File: src/rtl/hub75_bcm_sched_pkg.sv
// Shared HUB75 definitions: scheduler state encoding, log2 helper and plane one-hot decode.
package hub75_bcm_sched_pkg;

  localparam int unsigned ST_W = 3;

  localparam logic [ST_W-1:0] ST_IDLE       = 3'd0;
  localparam logic [ST_W-1:0] ST_SHIFT_GO   = 3'd1;
  localparam logic [ST_W-1:0] ST_SHIFT_WAIT = 3'd2;
  localparam logic [ST_W-1:0] ST_BLANK_WAIT = 3'd3;
  localparam logic [ST_W-1:0] ST_LATCH      = 3'd4;
  localparam logic [ST_W-1:0] ST_DISP_GO    = 3'd5;
  localparam logic [ST_W-1:0] ST_SWAP       = 3'd6;

  // Ceiling log2, never less than 1 so a counter always has at least one bit.
  function automatic int unsigned hub75_clog2(input int unsigned n);
    int unsigned w;
    w = 1;
    while ((64'd1 << w) < 64'(n)) w++;
    return w;
  endfunction

  // Binary plane index to one-hot; callers truncate to their plane count.
  function automatic logic [31:0] plane_onehot(input logic [31:0] p);
    return 32'd1 << p;
  endfunction

endpackage

File: src/rtl/hub75_bcm_sched_cnt.sv
// Row/plane position counter for the BCM scan, with look-ahead and frame-end flag.
module hub75_bcm_sched_cnt #(
  parameter int unsigned N_ROWS   = 32,
  parameter int unsigned N_PLANES = 8,
  parameter int unsigned ROW_W    = 5,
  parameter int unsigned PLANE_W  = 3
) (
  input  logic               clk,
  input  logic               rst,
  input  logic               clr,
  input  logic               adv,
  output logic [ROW_W-1:0]   row,
  output logic [PLANE_W-1:0] plane,
  output logic [ROW_W-1:0]   row_nxt_c,
  output logic [PLANE_W-1:0] plane_nxt_c,
  output logic               frame_end_c
);

  localparam logic [PLANE_W-1:0] PLANE_LAST = PLANE_W'(N_PLANES - 1);
  localparam logic [ROW_W-1:0]   ROW_LAST   = ROW_W'(N_ROWS - 1);

  // Plane is the fast index; row carries on plane wrap and wraps naturally.
  always_comb begin
    row_nxt_c   = row;
    plane_nxt_c = plane;
    if (clr) begin
      row_nxt_c   = '0;
      plane_nxt_c = '0;
    end else if (adv) begin
      if (plane == PLANE_LAST) begin
        plane_nxt_c = '0;
        row_nxt_c   = row + ROW_W'(1);
      end else begin
        plane_nxt_c = plane + PLANE_W'(1);
      end
    end
  end

  assign frame_end_c = (plane == PLANE_LAST) && (row == ROW_LAST);

  always_ff @(posedge clk) begin
    if (rst) begin
      row   <= '0;
      plane <= '0;
    end else begin
      row   <= row_nxt_c;
      plane <= plane_nxt_c;
    end
  end

endmodule

File: src/rtl/hub75_bcm_sched.sv
// HUB75 scan/BCM sequencer: shifts plane p of row r, latches it, then starts its display.
// Optional framebuffer swap at frame end is built when HUB75_FB_SWAP_EN is defined.
module hub75_bcm_sched
  import hub75_bcm_sched_pkg::*;
#(
  parameter int unsigned N_ROWS     = 32,
  parameter int unsigned LOG_N_ROWS = 5,
  parameter int unsigned N_PLANES   = 8
) (
  input  logic                  clk,
  input  logic                  rst,
  input  logic                  ctrl_run,
  output logic                  frame_start,
  output logic [LOG_N_ROWS-1:0] shift_row,
  output logic [N_PLANES-1:0]   shift_plane,
  output logic                  shift_go,
  input  logic                  shift_rdy,
  output logic [N_PLANES-1:0]   blank_plane,
  output logic                  blank_go,
  input  logic                  blank_rdy,
  output logic [LOG_N_ROWS-1:0] phy_addr,
  output logic                  phy_le
`ifdef HUB75_FB_SWAP_EN
  ,
  input  logic                  fb_swap_req,
  output logic                  fb_swap_ack
`endif
);

  localparam int unsigned PLANE_W = hub75_clog2(N_PLANES);

  logic [ST_W-1:0]       state, state_nxt;
  logic                  shift_skip;
  logic                  cnt_clr, cnt_adv;
  logic [LOG_N_ROWS-1:0] row, row_nxt_c;
  logic [PLANE_W-1:0]    plane, plane_nxt_c;
  logic                  frame_end_c;
`ifdef HUB75_FB_SWAP_EN
  logic                  swap_done;
`endif

  assign cnt_clr = (state_nxt == ST_IDLE);
  assign cnt_adv = (state == ST_DISP_GO);

  hub75_bcm_sched_cnt #(
    .N_ROWS   (N_ROWS),
    .N_PLANES (N_PLANES),
    .ROW_W    (LOG_N_ROWS),
    .PLANE_W  (PLANE_W)
  ) u_cnt (
    .clk         (clk),
    .rst         (rst),
    .clr         (cnt_clr),
    .adv         (cnt_adv),
    .row         (row),
    .plane       (plane),
    .row_nxt_c   (row_nxt_c),
    .plane_nxt_c (plane_nxt_c),
    .frame_end_c (frame_end_c)
  );

  // Next state; ctrl_run is only honoured at IDLE and at the DISP_GO exit.
  always_comb begin
    state_nxt = state;
    case (state)
      ST_IDLE:       if (ctrl_run && shift_rdy) state_nxt = ST_SHIFT_GO;
      ST_SHIFT_GO:   state_nxt = ST_SHIFT_WAIT;
      ST_SHIFT_WAIT: if (!shift_skip && shift_rdy) state_nxt = ST_BLANK_WAIT;
      ST_BLANK_WAIT: if (blank_rdy) state_nxt = ST_LATCH;
      ST_LATCH:      state_nxt = ST_DISP_GO;
      ST_DISP_GO: begin
        if (!ctrl_run) state_nxt = ST_IDLE;
`ifdef HUB75_FB_SWAP_EN
        else if (frame_end_c && fb_swap_req) state_nxt = ST_SWAP;
`endif
        else state_nxt = ST_SHIFT_GO;
      end
`ifdef HUB75_FB_SWAP_EN
      ST_SWAP:       if (swap_done) state_nxt = ST_SHIFT_GO;
`endif
      default:       state_nxt = ST_IDLE;
    endcase
  end

  always_ff @(posedge clk) begin
    if (rst) state <= ST_IDLE;
    else     state <= state_nxt;
  end

  // Registered outputs, decoded from the state being entered so each pulse lines up with its state.
  always_ff @(posedge clk) begin
    if (rst) begin
      shift_skip  <= 1'b0;
      frame_start <= 1'b0;
      shift_row   <= '0;
      shift_plane <= '0;
      shift_go    <= 1'b0;
      blank_plane <= '0;
      blank_go    <= 1'b0;
      phy_addr    <= '0;
      phy_le      <= 1'b0;
`ifdef HUB75_FB_SWAP_EN
      swap_done   <= 1'b0;
      fb_swap_ack <= 1'b0;
`endif
    end else begin
      shift_skip  <= (state == ST_SHIFT_GO);
      shift_go    <= (state_nxt == ST_SHIFT_GO);
      frame_start <= (state_nxt == ST_SHIFT_GO) && ((state != ST_DISP_GO) || frame_end_c);
      phy_le      <= (state_nxt == ST_LATCH);
      blank_go    <= (state_nxt == ST_DISP_GO);
      if (state_nxt == ST_SHIFT_GO) begin
        shift_row   <= row_nxt_c;
        shift_plane <= N_PLANES'(plane_onehot(32'(plane_nxt_c)));
      end
      if (state_nxt == ST_LATCH) begin
        phy_addr    <= row;
        blank_plane <= N_PLANES'(plane_onehot(32'(plane)));
      end
`ifdef HUB75_FB_SWAP_EN
      // Ack once the panel is blanked, then leave SWAP on the following cycle.
      swap_done   <= (state == ST_SWAP) && (swap_done || blank_rdy);
      fb_swap_ack <= (state == ST_SWAP) && blank_rdy && !swap_done;
`endif
    end
  end

endmodule
File: config.mk
export PLATFORM = sky130hd
export DESIGN_NAME = hub75_bcm_sched
export DESIGN_NICKNAME = d
export VERILOG_FILES = /design/src/rtl/hub75_bcm_sched_pkg.sv /design/src/rtl/hub75_bcm_sched_cnt.sv /design/src/rtl/hub75_bcm_sched.sv
export SDC_FILE = /design/constraint.sdc
export NUM_CORES = 1
export LEC_CHECK = 0
export ABC_AREA = 1
export BUFFER_PORTS_ARGS = -buffer_cell sky130_fd_sc_hd__buf_2
export CAP_MARGIN = 20
export CORE_UTILIZATION = 54
export DETAILED_ROUTE_END_ITERATION = 10
export PLACE_DENSITY = 0.75
export SLEW_MARGIN = 20
export SYNTH_ARGS = -nofsm -noshare
export SYNTH_HDL_FRONTEND = slang
export SYNTH_SLANG_ARGS = --single-unit
File: constraint.sdc
create_clock -name clk -period 1.9 [get_ports clk]
set_input_delay 0 -clock clk [delete_from_list [all_inputs] [get_ports clk]]
set_output_delay 0 -clock clk [all_outputs]
set_load 0.02 [all_outputs]
==> results.cfg, run 1 <==
[yosys]
synth_xor_area_share_pct = 1.45
ys_ff_latch = 42
synth-simple-area-share_pct = 31.3
synth_cell_types = 24
yosys_warnings = 0
yosysTopAreaCellShare_pct = 46.5
synth_area_leaders = dfxtp_1 46%, nand2_1 11%, nor2_1 8.1%
syn_avg_cell_area_um2 = 7.57
synth_top_family_by_area = simple AND/OR/NAND/NOR gates
synth_area_mm2 = 0.00181
synthAdderAreaFrac_pct = 5.53
yosysSeqAreaShare_pct = 46.5
synth_compound_area_share_pct = 7.33
syn-num-nets = 252
synthMuxAreaShare_pct = 0
syn_inst = 239
synth.largest_area_cell = dfxtp_1

[sta]
drv_slew = 0
maxSlewHeadroom_pct = 69.3
fmaxAchievable_mhz = 581
setup_tns_ns = 0
period_needed_ns = 1.72
worst_pin_slew_ns = 0.458
skew_ns = 0.00570
grt_setup_unrepaired = false
hold_viol_final = 0
final.period_utilization_pct = 90.5
setup_viol = 0

[route]
via_per_inst = 4.87
postRouteAntennaNets = 0
drt_wl_total_um = 3470
drcViolationCount = 0
drtIter0Drc = 44
wl_per_cell_um = 10.8
num_vias = 1559
dr.pass1.iters = 4

[final_layout]
finalInstanceArea_mm2 = 0.00208
final_net_count = 288
final_common_cell = nand2_1
drive_above_1_share_pct = 20.3
stdcell_count = 320
mostFrequentLayoutCells = 51 x nand2_1, 42 x dfxtp_1, 39 x nor2_1, 34 x buf_2
antennaDiodeCount = 0
area_growth_syn_to_layout_pct = 15.2

[global_routing]
grt_pass1_vias = 1270
grt_max_degree = 30
grt_pass1_wl_um = 5710
antenna_found_initial = 0
grt-ovfl-total = 0
track_usage_pct = 21.5

[power_and_ir_drop]
power_density_mw_per_mm2 = 727
switching_share_pct = 26.0
p_switching_uw = 394
pwr-share-comb_pct = 9.9
p_clk_share_pct = 30.1
p_leak_nw = 1.03
seq_power_share_pct = 60.1
p_total_mw = 1.52
p_int_mw = 1.12
peakVddDrop_mv = 0.468

[cts]
cts_tree = built
clk_latency_ns = 0.34
clkTransAtPathRegs_ns = 0.12
cts-root-buf = clkbuf_4
numCtsBuffers = 5
htree_levels = 2
post_cts_buffers = 0
clk_path_buf_depth = 2
clock_sink_count = 42

[die]
floorplan.initialDensity_pct = 57.8
die_y_um = 59.9
ios = 35
dieArea_mm2 = 0.00359
placementRows = 20
die_w_um = 59.9
core_mm2 = 0.00313

[placement]
dp_hpwl_um = 2530
dp_cells = 311
place.gp.congestion = 0.871
dpl-instance-area_mm2 = 0.00200
portBuffers = 34

[run]
cap_violations = 0

[outcome]
status = finished clean

[setup_path]
cp_slowest_cell = dfxtp_1
crit_chain = nand2_2 -> nor2_4 -> nand2_1 -> nand4_1 -> nand3_4 -> inv_2 -> o21ai_0 -> a21oi_1
start_kind = register
critPathCaptureType = register
cp.arrival_ns = 2.00
critical_path.max_stage_delay_ns = 0.42
worst-path-max-fanout = 13
worstSetupPathType = reg2reg
cp.required_ns = 2.18

[worst_hold_path]
worstHoldPathType = in2reg
-- kinds of logic (layout without fill, tap and decap cells) --
kind of cell / count (synthesis) / after routing
adder cells (fa/ha/maj): 8 / 8
AND/OR/NAND/NOR: 127 / 127
flip-flops: 42 / 42
XOR/XNOR: 3 / 3
AO/OA/AOI/OAI: 25 / 25
buffers and inverters: 34 / 71
-- critical path, delay by kind of cell (launching register included) --
| kind | cells | cell delay, ns |
|---|---|---|
| and+or+nand+nor | 5 | 0.84 |
| DFF | 1 | 0.42 |
| buffers and inverters | 1 | 0.16 |
| AOI/OAI and AO/OA | 2 | 0.23 |
-- through the flow --
stage | setup slack, ns | hold slack [ns] | util [%]
6_report | 0.180 | 0.0219 | 66.6
5_1_grt | 0.00341 | 0.00917 | 66.6
4_1_cts | 0.0784 | 0.0109 | 66.3
3_5_place_dp | 0.115 | 0.244 | 64.0
3_3_place_gp | 0.177 | 0.242 | 64.0
2_1_floorplan | 0.415 | 0.290 | -
-- layer usage --
layer / routed length (um) / GRT usage, % / share of wire (%)
met4: 44 / 6.98 / 1.3
met1: 1830 / 30.3 / 53
met2: 1440 / 32.1 / 42
met3: 156 / 5.19 / 4.5
met5: 0 / 0 / 0
-- flip-flops by register name, summed over array words and instances (netlist names), 3 cells and up --
name	cells
blank_plane	8
u_cnt.plane	3
state	3
u_cnt.row	5
shift_plane	8
shift_row	5
phy_addr	5
-- path summary, 6_finish.rpt --
path                            cells after the start   startpoint        endpoint  slack [ns]
worst min register to register                      2  phy_addr[3]     phy_addr[3]        0.46
worst max register to register                      8     state[0]    shift_row[0]        0.18
worst max-delay path                                8     state[0]    shift_row[0]        0.18
worst min-delay path                                3    blank_rdy  blank_plane[0]        0.02
-- layout make-up --
| class | instances | area (um^2) |
|---|---|---|
| flip-flops and latches | 42 | 841 |
| repair buffers | 37 | 195 |
| multi-input cells | 163 | 836 |
| fillers | 290 | 1040 |
| clock inverters | 1 | 5.00 |
| clock buffers | 7 | 55.1 |
| inverters | 26 | 97.6 |
| well taps | 44 | 55.1 |
-- power groups by stage --
stage          Combinational (mW)  Sequential (mW)  Clock, mW
3_5_place_dp                0.144            0.931          0
5_1_grt                     0.166            0.915      0.506
6_report                    0.149            0.911      0.456
2_1_floorplan              0.0958            0.952          0
4_1_cts                     0.146            0.911      0.468
3_3_place_gp                0.143            0.931          0
-- cells in the mapped netlist --
| master | number |
|---|---|
| nor2_4 | 2 |
| nand2_4 | 1 |
| xnor2_1 | 2 |
| inv_1 | 22 |
| nor2_1 | 39 |
| nand3_2 | 3 |
| buf_6 | 2 |
| clkbuf_1 | 5 |
| clkinv_1 | 1 |
| and3_1 | 1 |
| a21oi_1 | 15 |
| nand3_1 | 22 |
| nand2_1 | 51 |
| xor2_1 | 1 |
| inv_2 | 3 |
| o21ai_0 | 6 |
| nor3_1 | 2 |
| nand2_2 | 1 |
| o21ai_2 | 2 |
| dfxtp_1 | 42 |
| o21ai_1 | 2 |
| ha_1 | 8 |
| buf_2 | 1 |
| nand4_1 | 5 |
-- what timing repair did --
item / 4_1_cts / 5_1_grt
hold buffers: 1 / 0
resized for setup: 0 / 2
endpoints found under the setup margin: 0 / 7
hold endpoints to repair: 3 / 0
Power figures use the tool's default switching activity.
==> inputs of run 2 (changes only) <==
--- a/config.mk
+++ b/config.mk
@@ -5,12 +5,13 @@
 export SDC_FILE = /design/constraint.sdc
 export NUM_CORES = 1
 export LEC_CHECK = 0
-export ABC_AREA = 1
 export BUFFER_PORTS_ARGS = -buffer_cell sky130_fd_sc_hd__buf_2
 export CAP_MARGIN = 20
-export CORE_UTILIZATION = 54
+export CELL_PAD_IN_SITES_DETAIL_PLACEMENT = 1
+export CELL_PAD_IN_SITES_GLOBAL_PLACEMENT = 1
+export CORE_UTILIZATION = 39
 export DETAILED_ROUTE_END_ITERATION = 10
-export PLACE_DENSITY = 0.75
+export PLACE_DENSITY = 0.72
 export SLEW_MARGIN = 20
 export SYNTH_ARGS = -nofsm -noshare
 export SYNTH_HDL_FRONTEND = slang
==> run 2 against run 1 <==
Against the previous run: combinational power about the same; routed wire length increased by 23%; clock skew increased by 0.0011 ns; die area increased by 40%; core utilization decreased by 17 points; global-route usage decreased by 3.4 points; power increased by 9.6%; final cell count decreased by 7.5%; maximum frequency decreased by 1.6%; area after synthesis increased by 2.4%; register-to-register slack got worse by 0.03 ns.
==> results.cfg, run 2 <==
[setup_path]
crit_path_end = shift_row[3]
start_kind = register
critPathCaptureType = register
cp.arrival_ns = 1.97
worst-path-buf-inv = 0
worst-path-max-fanout = 7
critPathMostFrequentCell = ha_1
r2r_end = shift_row[3]
cp.required_ns = 2.12
path_delay_family = simple AND/OR/NAND/NOR gates
rr_startpoint = u_cnt.plane[0]
cp_slowest_cell = dfxtp_2
worstSetupPathType = reg2reg
rrSetupSlack_ns = 0.15
critical_path.max_stage_delay_ns = 0.39
crit_cells = 6
reg2reg_depth = 6
crit_chain = ha_1 -> ha_1 -> nor3b_4 -> nand4_1 -> xor2_1 -> a211oi_2
crit_start = u_cnt.plane[0]

[final_layout]
stdcell_count = 296
drive_above_1_share_pct = 28.3
mostFrequentLayoutCells = 39 x dfxtp_1, 34 x buf_2, 30 x nor2_1, 20 x nand2_1, 14 x a21oi_1
area_growth_syn_to_layout_pct = 19.6
antennaDiodeCount = 0
final_common_cell = dfxtp_1
reg_top3 = blank_plane: 8 flops, shift_plane: 8 flops
final_net_count = 256
final_util_pct = 49.5

[outcome]
status = finished clean

[sta]
drv_slew = 0
skew_ns = 0.00680
final.period_utilization_pct = 92.0
worst_pin_slew_ns = 0.437
setup_viol = 0
maxSlewHeadroom_pct = 70.7
fmaxAchievable_mhz = 572
grt_setup_unrepaired = false
setup_tns_ns = 0
setup_slack_ns = 0.152
hold_viol_final = 0
period_needed_ns = 1.75

[global_routing]
track_usage_pct = 18.1
grt_pass1_wl_um = 7180
grt_max_degree = 18
antenna_found_initial = 0
grt_pass1_vias = 1555
grt-ovfl-total = 0

[power_and_ir_drop]
p_switching_uw = 419
seq_power_share_pct = 54.8
pwr-share-comb_pct = 8.8
p_clk_share_pct = 36.4
peakVddDrop_mv = 0.326
p_int_mw = 1.24
power_density_mw_per_mm2 = 750
p_leak_nw = 0.982
switching_share_pct = 25.2

[die]
die_y_um = 70.9
core_mm2 = 0.00447
die_w_um = 70.9
dieArea_mm2 = 0.00503
placementRows = 24
floorplan.initialDensity_pct = 41.4
ios = 35

[cts]
htree_levels = 2
clk_path_buf_depth = 2
post_cts_buffers = 0
clkTransAtPathRegs_ns = 0.08
clk_latency_ns = 0.29
cts-root-buf = clkbuf_8
numCtsBuffers = 5
clock_sink_count = 42
cts_tree = built

[yosys]
yosysTopAreaCellShare_pct = 45.4
synth_top_flop_cell = dfxtp_1
synth_edf_count = 0
synth.largest_area_cell = dfxtp_1
synth_area_mm2 = 0.00185
syn_avg_cell_area_um2 = 9.22
syn-num-nets = 214
ys_ff_latch = 42
synth_most_common_cell = dfxtp_1
synthTopCellsByCount = 42 x dfxtp_1, 30 x nor2_1, 20 x nand2_1, 14 x a21oi_1
yosys_warnings = 0
synth_area_leaders = dfxtp_1 45%, nor2_1 6.1%, ha_1 5.4%
syn_inst = 201
synthArstFlopShare_pct = 0
yosysSeqAreaShare_pct = 45.4
synth_cell_types = 45

[route]
dr.pass1.iters = 6
postRouteAntennaNets = 0
drt_wl_total_um = 4280
drtIter0Drc = 73
num_vias = 1557
wl_per_cell_um = 14.4
drcViolationCount = 0
via_per_inst = 5.26

[run]
cap_violations = 0

[worst_hold_path]
worstHoldPathType = in2reg
min_from = rst

[placement]
place.gp.congestion = 0.893
pre_cts_ws_ns = 0.0762
dp_cells = 288
dp_hpwl_um = 3210
portBuffers = 34
run 2: timing repair:
action                     in CTS  in global routing
gates resized for setup         0                  3
hold buffers                    0                  0
setup endpoints to repair       0                 10
run 2: worst min-delay path by stage:
stage          slack (ns)  cells past startpoint              to
6_report             0.07                      2        state[0]
5_1_grt              0.08                      2  blank_plane[7]
2_1_floorplan        0.24                      2     frame_start
3_3_place_gp         0.37                      2        state[0]
4_1_cts              0.07                      2        state[0]
3_5_place_dp         0.37                      2        state[0]
run 2: logic make-up (layout without fill, tap and decap cells):
group                    count (synthesis)  in the layout  share of synthesized area [%]
AO/OA/AOI/OAI                           43             43                           17.2
XOR/XNOR                                 3              3                           1.42
adder cells (fa/ha/maj)                  8              8                           5.40
buffers and inverters                   14             57                           3.71
flip-flops                              42             42                           45.4
multiplexers                             5              5                           2.97
AND/OR/NAND/NOR                         86             86                           24.0
run 2: layout make-up:
class / count / area (um^2)
clock inverters: 2 / 12.5
multi-input cells: 145 / 943
well taps: 52 / 65.1
fillers: 546 / 2260
clock buffers: 6 / 82.6
inverters: 4 / 15.0
repair buffers: 45 / 253
flip-flops and latches: 42 / 845
run 2: power groups by stage:
stage / logic [mW] / registers [mW] / clock network, mW
floorplan: 0.0890 / 0.941 / 0
global placement: 0.144 / 0.930 / 0
detailed placement: 0.146 / 0.931 / 0
CTS: 0.147 / 0.910 / 0.627
global route: 0.160 / 0.913 / 0.654
finish: 0.146 / 0.910 / 0.605
run 2: through the flow:
step / instance area [um^2] / hold WS (ns) / power, mW
finish: 2220 / 0.0652 / 1.66
global route: 2220 / 0.0765 / 1.73
CTS: 2210 / 0.0672 / 1.68
detailed placement: 2120 / 0.371 / 1.08
global placement: 2120 / 0.365 / 1.07
floorplan: 1850 / 0.239 / 1.03
run 2: per-layer routing:
layer / track usage, % / share of wire [%] / up-vias
met3: 4.42 / 2.6 / 7
met2: 31.3 / 49 / 18
met5: 0 / 0 / -
met1: 22.4 / 47 / 748
met4: 5.33 / 1.2 / 0
li1: - / - / 784
